--- config.mk ---
export PLATFORM = sky130hd
export DESIGN_NAME = hex_display_ctrl
export DESIGN_NICKNAME = d
export VERILOG_FILES = /design/src/rtl/hex_ctrl_pkg.sv /design/src/rtl/hex7seg.sv /design/src/rtl/hex_display_ctrl.sv
export SDC_FILE = /design/constraint.sdc
export NUM_CORES = 1
export LEC_CHECK = 0
export ABC_CLOCK_PERIOD_IN_PS = 3050
export BUFFER_PORTS_ARGS = -buffer_cell sky130_fd_sc_hd__buf_2
export CAP_MARGIN = 20
export CELL_PAD_IN_SITES_DETAIL_PLACEMENT = 0
export CELL_PAD_IN_SITES_GLOBAL_PLACEMENT = 2
export CORE_ASPECT_RATIO = 0.8
export CORE_MARGIN = 4
export CORE_UTILIZATION = 38
export CTS_BUF_LIST = sky130_fd_sc_hd__clkbuf_8
export CTS_CLUSTER_SIZE = 30
export DETAILED_ROUTE_END_ITERATION = 10
export GPL_TIMING_DRIVEN = 1
export PLACE_DENSITY = 0.84
export SLEW_MARGIN = 15
export SYNTH_ARGS = -nofsm -noshare
export SYNTH_HDL_FRONTEND = slang
export SYNTH_SLANG_ARGS = --single-unit
--- constraint.sdc ---
create_clock -name clk -period 3.05 [get_ports clk]
set_clock_uncertainty 0.2 [all_clocks]
set_input_delay 0.1525 -clock clk [delete_from_list [all_inputs] [get_ports clk]]
set_output_delay 0.1525 -clock clk [all_outputs]
set_load 0.01 [all_outputs]
--- src/rtl/hex_ctrl_pkg.sv ---
// Shared types and constants for the seven-segment display controller.
//   digit_t  : per-digit state (hex nibble, dark flag, blink flag)
//   SEG_OFF  : active-low pattern with every segment dark
//   IDX_W    : width of a requester's digit index
package hex_ctrl_pkg;

   typedef struct packed {
      logic [3:0] value;
      logic       blank;
      logic       blink;
   } digit_t;

   localparam logic [6:0] SEG_OFF = 7'h7F;
   localparam int         IDX_W   = 3;

endpackage

--- src/rtl/hex7seg.sv ---
// Hex nibble to active-low seven-segment decoder (purely combinational).
// Ports:
//   value  in  4  hex nibble
//   seg    out 7  segments {g,f,e,d,c,b,a}, 0 = lit
module hex7seg (
   input  logic [3:0] value,
   output logic [6:0] seg
);

   always_comb begin
      seg = 7'h7F;
      case (value)
         4'h0: seg = 7'b100_0000;
         4'h1: seg = 7'b111_1001;
         4'h2: seg = 7'b010_0100;
         4'h3: seg = 7'b011_0000;
         4'h4: seg = 7'b001_1001;
         4'h5: seg = 7'b001_0010;
         4'h6: seg = 7'b000_0010;
         4'h7: seg = 7'b111_1000;
         4'h8: seg = 7'b000_0000;
         4'h9: seg = 7'b001_0000;
         4'hA: seg = 7'b000_1000;
         4'hB: seg = 7'b000_0011;
         4'hC: seg = 7'b100_0110;
         4'hD: seg = 7'b010_0001;
         4'hE: seg = 7'b000_0110;
         4'hF: seg = 7'b000_1110;
         default: seg = 7'h7F;
      endcase
   end

endmodule

--- src/rtl/hex_display_ctrl.sv ---
// Seven-segment bank shared between NREQ requesters.
// Each requester writes one digit (value/blank/blink) through valid/ready;
// a round-robin arbiter grants at most one write per cycle. The block holds
// the digit state, runs the blink timebase and drives registered active-low
// segments.
// Ports:
//   clk        in   1          system clock
//   reset      in   1          synchronous, active-high
//   req_valid  in   NREQ       write request per requester
//   req_ready  out  NREQ       grant, one-hot or zero (combinational)
//   req_digit  in   NREQ*3     digit index, slice i = [3i+2:3i]
//   req_value  in   NREQ*4     hex nibble, slice i = [4i+3:4i]
//   req_blank  in   NREQ       1 = digit dark
//   req_blink  in   NREQ       1 = digit blinks
//   bad_index  out  1          pulse after an accepted write to a missing digit
//   hex        out  NDIGITS*7  segments, active-low, digit d = [7d+6:7d]
module hex_display_ctrl
   import hex_ctrl_pkg::*;
#(
   parameter int NREQ      = 2,
   parameter int NDIGITS   = 6,
   parameter int BLINK_DIV = 25_000_000
) (
   input  logic                   clk,
   input  logic                   reset,
   input  logic [NREQ-1:0]        req_valid,
   output logic [NREQ-1:0]        req_ready,
   input  logic [NREQ*IDX_W-1:0]  req_digit,
   input  logic [NREQ*4-1:0]      req_value,
   input  logic [NREQ-1:0]        req_blank,
   input  logic [NREQ-1:0]        req_blink,
   output logic                   bad_index,
   output logic [NDIGITS*7-1:0]   hex
);

   localparam int PW    = (NREQ > 2) ? 2 : 1;
   localparam int CNT_W = $clog2(BLINK_DIV);

   logic [PW-1:0]    ptr;
   logic [PW-1:0]    gnt_idx;
   logic             found;
   logic             xfer;
   logic [IDX_W-1:0] r_digit [NREQ];
   logic [3:0]       r_value [NREQ];
   logic [IDX_W-1:0] sel_digit;
   digit_t           sel_data;

   digit_t           dig [NDIGITS];
   logic [6:0]       seg_raw [NDIGITS];
   logic [NDIGITS*7-1:0] hex_next;

   logic [CNT_W-1:0] blink_cnt;
   logic             phase_on;

   for (genvar g = 0; g < NREQ; g++) begin : g_unpack
      assign r_digit[g] = req_digit[g*IDX_W +: IDX_W];
      assign r_value[g] = req_value[g*4 +: 4];
   end

   // First valid requester at or after the pointer, scanning upward with wrap.
   always_comb begin
      req_ready = '0;
      gnt_idx   = '0;
      found     = 1'b0;
      for (int k = 0; k < NREQ; k++) begin
         int tmp;
         tmp = int'(ptr) + k;
         if (tmp >= NREQ) tmp = tmp - NREQ;
         if (!found && req_valid[tmp[PW-1:0]]) begin
            found   = 1'b1;
            gnt_idx = tmp[PW-1:0];
         end
      end
      if (found && !reset) req_ready[gnt_idx] = 1'b1;
   end

   assign xfer            = |req_ready;
   assign sel_digit       = r_digit[gnt_idx];
   assign sel_data.value  = r_value[gnt_idx];
   assign sel_data.blank  = req_blank[gnt_idx];
   assign sel_data.blink  = req_blink[gnt_idx];

   always_ff @(posedge clk) begin
      if (reset) begin
         ptr       <= '0;
         bad_index <= 1'b0;
         for (int d = 0; d < NDIGITS; d++) begin
            dig[d] <= '{value: 4'h0, blank: 1'b1, blink: 1'b0};
         end
      end else begin
         bad_index <= xfer && (int'(sel_digit) >= NDIGITS);
         if (xfer) begin
            ptr <= (int'(gnt_idx) == NREQ - 1) ? '0 : gnt_idx + 1'b1;
         end
         for (int d = 0; d < NDIGITS; d++) begin
            if (xfer && int'(sel_digit) == d) dig[d] <= sel_data;
         end
      end
   end

   // Free-running blink timebase; phase flips each time the count wraps.
   always_ff @(posedge clk) begin
      if (reset) begin
         blink_cnt <= '0;
         phase_on  <= 1'b1;
      end else if (blink_cnt == CNT_W'(BLINK_DIV - 1)) begin
         blink_cnt <= '0;
         phase_on  <= ~phase_on;
      end else begin
         blink_cnt <= blink_cnt + 1'b1;
      end
   end

   for (genvar d = 0; d < NDIGITS; d++) begin : g_digit
      hex7seg u_dec (
         .value (dig[d].value),
         .seg   (seg_raw[d])
      );
      assign hex_next[d*7 +: 7] =
         (dig[d].blank || (dig[d].blink && !phase_on)) ? SEG_OFF : seg_raw[d];
   end

   always_ff @(posedge clk) begin
      if (reset) hex <= '1;
      else       hex <= hex_next;
   end

endmodule
== After elaboration in Yosys (flattened, before gate mapping) ==
Memories as Yosys holds them, arrays and structs flattened. A register that Yosys moved wholly into a read port is not among the register bits.
Index checks and enable logic that the tools add are counted.

* Multiplexer cells: 50
* Add/sub/neg operators: 5
* Reduce and logical (&&, ||, !) cells: 34
* Bitwise gates (word level): 8
* Equal/unequal tests: 6
* $lt $le $gt $ge: 8

{| class="wikitable"
|+ Operator list
! operator !! count
|-
| two-way mux 1 bit || 36
|-
| two-way mux 6 bit || 6
|-
| adder 25 x 1 -> 25 bit (second input constant) || 1
|-
| equality test 25 bit (second input constant) || 1
|-
| logical AND 1 bit || 16
|-
| OR reduction 2 bit || 8
|-
| equality test 3 bit (second input constant) || 4
|-
| two-way mux 4 bit || 3
|-
| two-way mux 3 bit || 3
|-
| logical OR 1 bit || 6
|-
| less-than comparator 1 x 2 -> 1 bit (second input constant) || 3
|-
| bitwise OR 1 bit || 6
|-
| >= comparator 2 bit (second input constant) || 2
|-
| equality test 3 x 2 -> 1 bit (second input constant) || 1
|-
| >= comparator 3 bit (second input constant) || 1
|-
| logical NOT 1 bit || 3
|-
| logical NOT 3 bit || 1
|-
| adder 1 x 1 -> 2 bit (second input constant) || 1
|-
| >= comparator 1 x 2 -> 1 bit (second input constant) || 1
|-
| two-way mux 2 bit || 1
|-
| NOT 1 -> 2 bit || 1
|-
| subtractor 1 bit (second input constant) || 2
|-
| adder 1 bit (second input constant) || 1
|-
| demux 1 bit (select 1 bit) || 1
|-
| 2 further kinds || 2
|}

* Input port bits: 22
* Memories kept: 7
* Output and inout bits: 45
* Bits in writable memories: 36
* ROM bits: 672
* Register bits: 28
* Word-level logic and storage cells: 122

{| class="wikitable"
|+ Memory list
! name !! words !! bits a word !! read ports !! clocked after memory_dff !! write ports !! line !! source
|-
| (name not given) || 16 || 7 || 1 || 1 || 0 || hex7seg.sv:12 || <nowiki>case (value)</nowiki>
|-
| (name not given) || 16 || 7 || 1 || 1 || 0 || hex7seg.sv:12 ||
|-
| (name not given) || 16 || 7 || 1 || 1 || 0 || hex7seg.sv:12 ||
|-
| (name not given) || 16 || 7 || 1 || 1 || 0 || hex7seg.sv:12 ||
|-
| (name not given) || 16 || 7 || 1 || 1 || 0 || hex7seg.sv:12 ||
|-
| (name not given) || 16 || 7 || 1 || 1 || 0 || hex7seg.sv:12 ||
|-
| 1 more memories || - || - || - || - || - || - ||
|}

== Depth between registers and ports, before layout ==
* Word-level depth: 19
* Mapped depth: 6

== Cells and area by module ==
A second synthesis with hierarchy kept.

* Cell total of the unflattened synthesis: 550
* Area, all modules: 5,547.8 µm²

{| class="wikitable"
|+ Modules (own cells, without submodules)
! module !! cells an instance !! seq. area each (µm²) !! times used !! area each (µm²)
|-
| hex_display_ctrl || 355 || 2,482.4 || 1 || 3,901.2
|-
| hex7seg (g_digit[0].u_dec ...) || 32 || 0.0 || 5 || 275.3
|-
| hex7seg (g_digit[2].u_dec) || 35 || 0.0 || 1 || 270.3
|}

== Least setup slack after synthesis ==
OpenSTA, ideal clock, no wires.

* Path kind: reg-to-reg
* From: register blink_cnt[0]
* To: register blink_cnt[22]
* Arrival: 1.943 ns
* Setup time: 0.066 ns
* Buffers on the path: 1
* Stages on the path, launching flop included: 7
* Path slack: 0.841 ns
* Path through: dfxtp_1 -> ha_1 -> nand3_2 -> or4_4 -> buf_6 -> or4_4 -> a21oi_2

* Longest elaborated chain between the ends: 2
* Elaborated cells between the ends (all ways): 3

{| class="wikitable"
|+ RTL lines
! what !! line !! source
|-
| start, declared || hex_display_ctrl.sv:52 || <nowiki>logic [CNT_W-1:0] blink_cnt;</nowiki>
|-
| start signal, assigned || hex_display_ctrl.sv:110 || <nowiki>blink_cnt <= blink_cnt + 1'b1;</nowiki>
|-
| parallel branches: the longest is 2 deep, another holds adder 25 x 1 -> 25 bit || - ||
|}

Several ways; the timed one is not identified.
A chain may end at the register's enable or synchronous reset.

==> metrics.yaml <==
setup_path:
  reg2reg_depth: 4
  r2r-start: "ptr"
  start_kind: "input pin"
  critPathKind: "in2reg"
  startpoint: "req_valid[0]"
  arrival_ns: 2.30
  critPathCapture: "dig[1][2]"
  r2r_end: "dig[1][2]"
  worstPathMaxFanout: 7
  critPathCaptureType: "register"
  cp.required_ns: 2.91
  r2r_slack_ns: 0.73
floorplan:
  ios: 67
  dieArea_mm2: 0.0155
  die_x_um: 138
  initial_core_util_pct: 39.4
  rows: 37
  die_h_um: 112
  core-area_mm2: 0.0131
logic_synthesis:
  synth_cells: 518
  seq_area_frac_synth_pct: 48.1
  synth_seq_cells: 106
  synth_cell_types: 45
  yosysTopAreaCell: "dfxtp_1"
  synth_area_leaders: "dfxtp_1 27%, edfxtp_1 21%, ha_1 9.0%"
  syn_area_mm2: 0.00516
  synth_edf_count: 36
  netlist.area_leader.share_pct: 27.1
  netlist_top_cells_count: "70 x dfxtp_1, 61 x nor2_1, 37 x ha_1, 36 x edfxtp_1, 34 x nand2_1"
  synthFlopType: "dfxtp_1"
  ys_warn_count: 0
  synth-async-reset-ratio_pct: 0
  synth_nets: 577
  yosysMostFrequentCell: "dfxtp_1"
  syn_area_per_cell_um2: 9.97
finish:
  syn2layout_area_growth_pct: 14.4
  layout-drive-gt1-share_pct: 15.7
  nFillCells: 1269
  finish.utilization_pct: 45.1
  num_antenna_cells: 0
  final_cells: 767
  nNetsFinal: 646
min_path:
  hold_depth: 3
  hp-class: "in2reg"
placed_design:
  place_congestion: 0.810
  dp.cells: 746
  hpwl_um: 7950
  io_buffer_count: 66
sta:
  worst_pin_slew_ns: 0.956
  setup_tns_ns: 0
  fin_crit_ns: 2.44
  fmax_mhz: 411
  drv_slew: 0
  setup_violations: 0
  report.final.hold_viol_count: 0
  slew_headroom_pct: 35.9
  rsz0062_at_grt: "false"
  timing.final.crit_share_pct: 79.9
detailed_routing:
  num_vias: 3968
  detail_route.first_pass.iterations: 5
  drc_errors: 0
  drt-initial-drc-count: 239
  wl_um: 11000
  viasPerCell: 5.17
  post_drt_wl_per_cell_um: 14.3
  final_antenna_net_count: 0
pwr:
  power_frac_clock_pct: 33.8
  pwr-share-comb_pct: 9.1
  vdd_drop_max_uv: 284
  power_density_mw_per_mm2: 459
  p_sw_share_pct: 24.4
  seqPwrFrac_pct: 57.1
  p_total_uw: 2710
  p_leak_uw: 0.00215
  p_int_uw: 2050
  p_switching_uw: 660
outcome:
  outcome: "finished clean"
global_route:
  grt_pass1_vias: 3750
  antenna_found_initial: 0
  grt_overflow: 0
  grt_max_degree: 25
  grt_first_pass_wirelength_um: 18300
  track_usage_pct: 14.2
clock_tree:
  clk_path_buf_depth: 2
  root_buffer: "clkbuf_8"
  h-tree-depth: 3
  cts_buffers: 9
  post_cts_buffers: 0
  clock_sinks: 106
  cts_hold_buf: 5
  clk_pin_slew_worst_paths_ns: 0.10
  clk_latency_ns: 0.37
  cts_tree: "done"
  cts_resized: 0
job:
  drv_cap: 0
## flip-flops by register name, indices dropped and copies added, names as in the netlist
register   flops
phase_on       1
bad_index      1
blink_cnt     25
hex           42
ptr            1
dig           36
## worst min path at each step
| stage | start | end | slack, ns |
|---|---|---|---|
| 6_report | req_blank[1] | dig[0][1] | 0.07 |
| 5_1_grt | req_blank[0] | dig[0][1] | 0.07 |
| 4_1_cts | req_blank[1] | dig[0][1] | 0.05 |
| 3_5_place_dp | req_valid[0] | ptr | 0.26 |
| 3_3_place_gp | blink_cnt[0] | blink_cnt[0] | 0.24 |
| 2_1_floorplan | req_digit[1] | bad_index | 0.09 |
## cells by family (layout without fill, tap and decap cells)
| logic type | count (synthesis) | count (layout) | share of synthesized area [%] |
|---|---|---|---|
| buf+inv | 47 | 121 | 3.85 |
| compound gates | 117 | 117 | 16.3 |
| xor+xnor | 12 | 12 | 2.03 |
| fa+ha+maj | 37 | 37 | 8.96 |
| mux | 9 | 9 | 1.99 |
| flops | 106 | 106 | 48.1 |
| simple gates | 190 | 190 | 18.8 |
## metal layers
| layer | GRT usage, % | routed length [um] | vias to the layer above |
|---|---|---|---|
| li1 | - | - | 2018 |
| met1 | 20.2 | 5590 | 1863 |
| met2 | 21.2 | 4750 | 71 |
| met3 | 3.96 | 466 | 16 |
| met4 | 4.41 | 174 | 0 |
| met5 | 0 | 0 | - |
## power groups by stage
stage | clock network [uW] | registers, uW | logic (uW)
after floorplan | 0 | 1570 | 169
after global placement | 0 | 1580 | 238
after detailed placement | 0 | 1580 | 242
after CTS | 950 | 1550 | 249
after global routing | 1000 | 1550 | 281
final | 916 | 1550 | 248
## cell usage in the layout, fill, tap and decap left out, types with 3 or more instances in the layout
master / count
or4_1: 7
o311ai_0: 26
a21oi_1: 16
nand2_1: 34
ha_1: 37
dlygate4sd3_1: 5
nand2b_1: 24
dfxtp_1: 70
nand3b_1: 5
nor2b_1: 13
a211oi_1: 8
or3_2: 3
a21boi_0: 7
buf_2: 66
xnor2_1: 10
nor4_1: 5
nand3_1: 15
inv_1: 33
a21o_1: 8
edfxtp_1: 36
nand4_1: 5
o31ai_1: 7
o211ai_1: 24
nor3_1: 5
mux2i_1: 8
o21ai_0: 15
nor2_1: 61
clkbuf_8: 9
## final cells by class
class	instances	area, um^2	area share, %
multi-input cells	365	2490	42.1
flip-flops and latches	106	2480	42.0
repair buffers	72	388	6.56
well taps	175	219	3.70
clock buffers	9	124	2.10
inverters	33	124	2.10
clock inverters	7	85.1	1.44
## through the flow
stage / cell area, um^2 / setup WS, ns / hold WS, ns
after floorplan: 5160 / 0.841 / 0.0890
after CTS: 5910 / 0.688 / 0.0497
after global routing: 5910 / 0.531 / 0.0667
after detailed placement: 5650 / 0.772 / 0.257
final: 5910 / 0.614 / 0.0653
after global placement: 5650 / 0.769 / 0.242
## worst max-delay path, stage by stage
cell	delay, ns
dlygate4sd3_1	0.52
buf_2	0.14
nor2b_1	0.18
o32ai_1	0.53
o211ai_1	0.42
nand2_1	0.35
(Power assumes the default switching activity.)
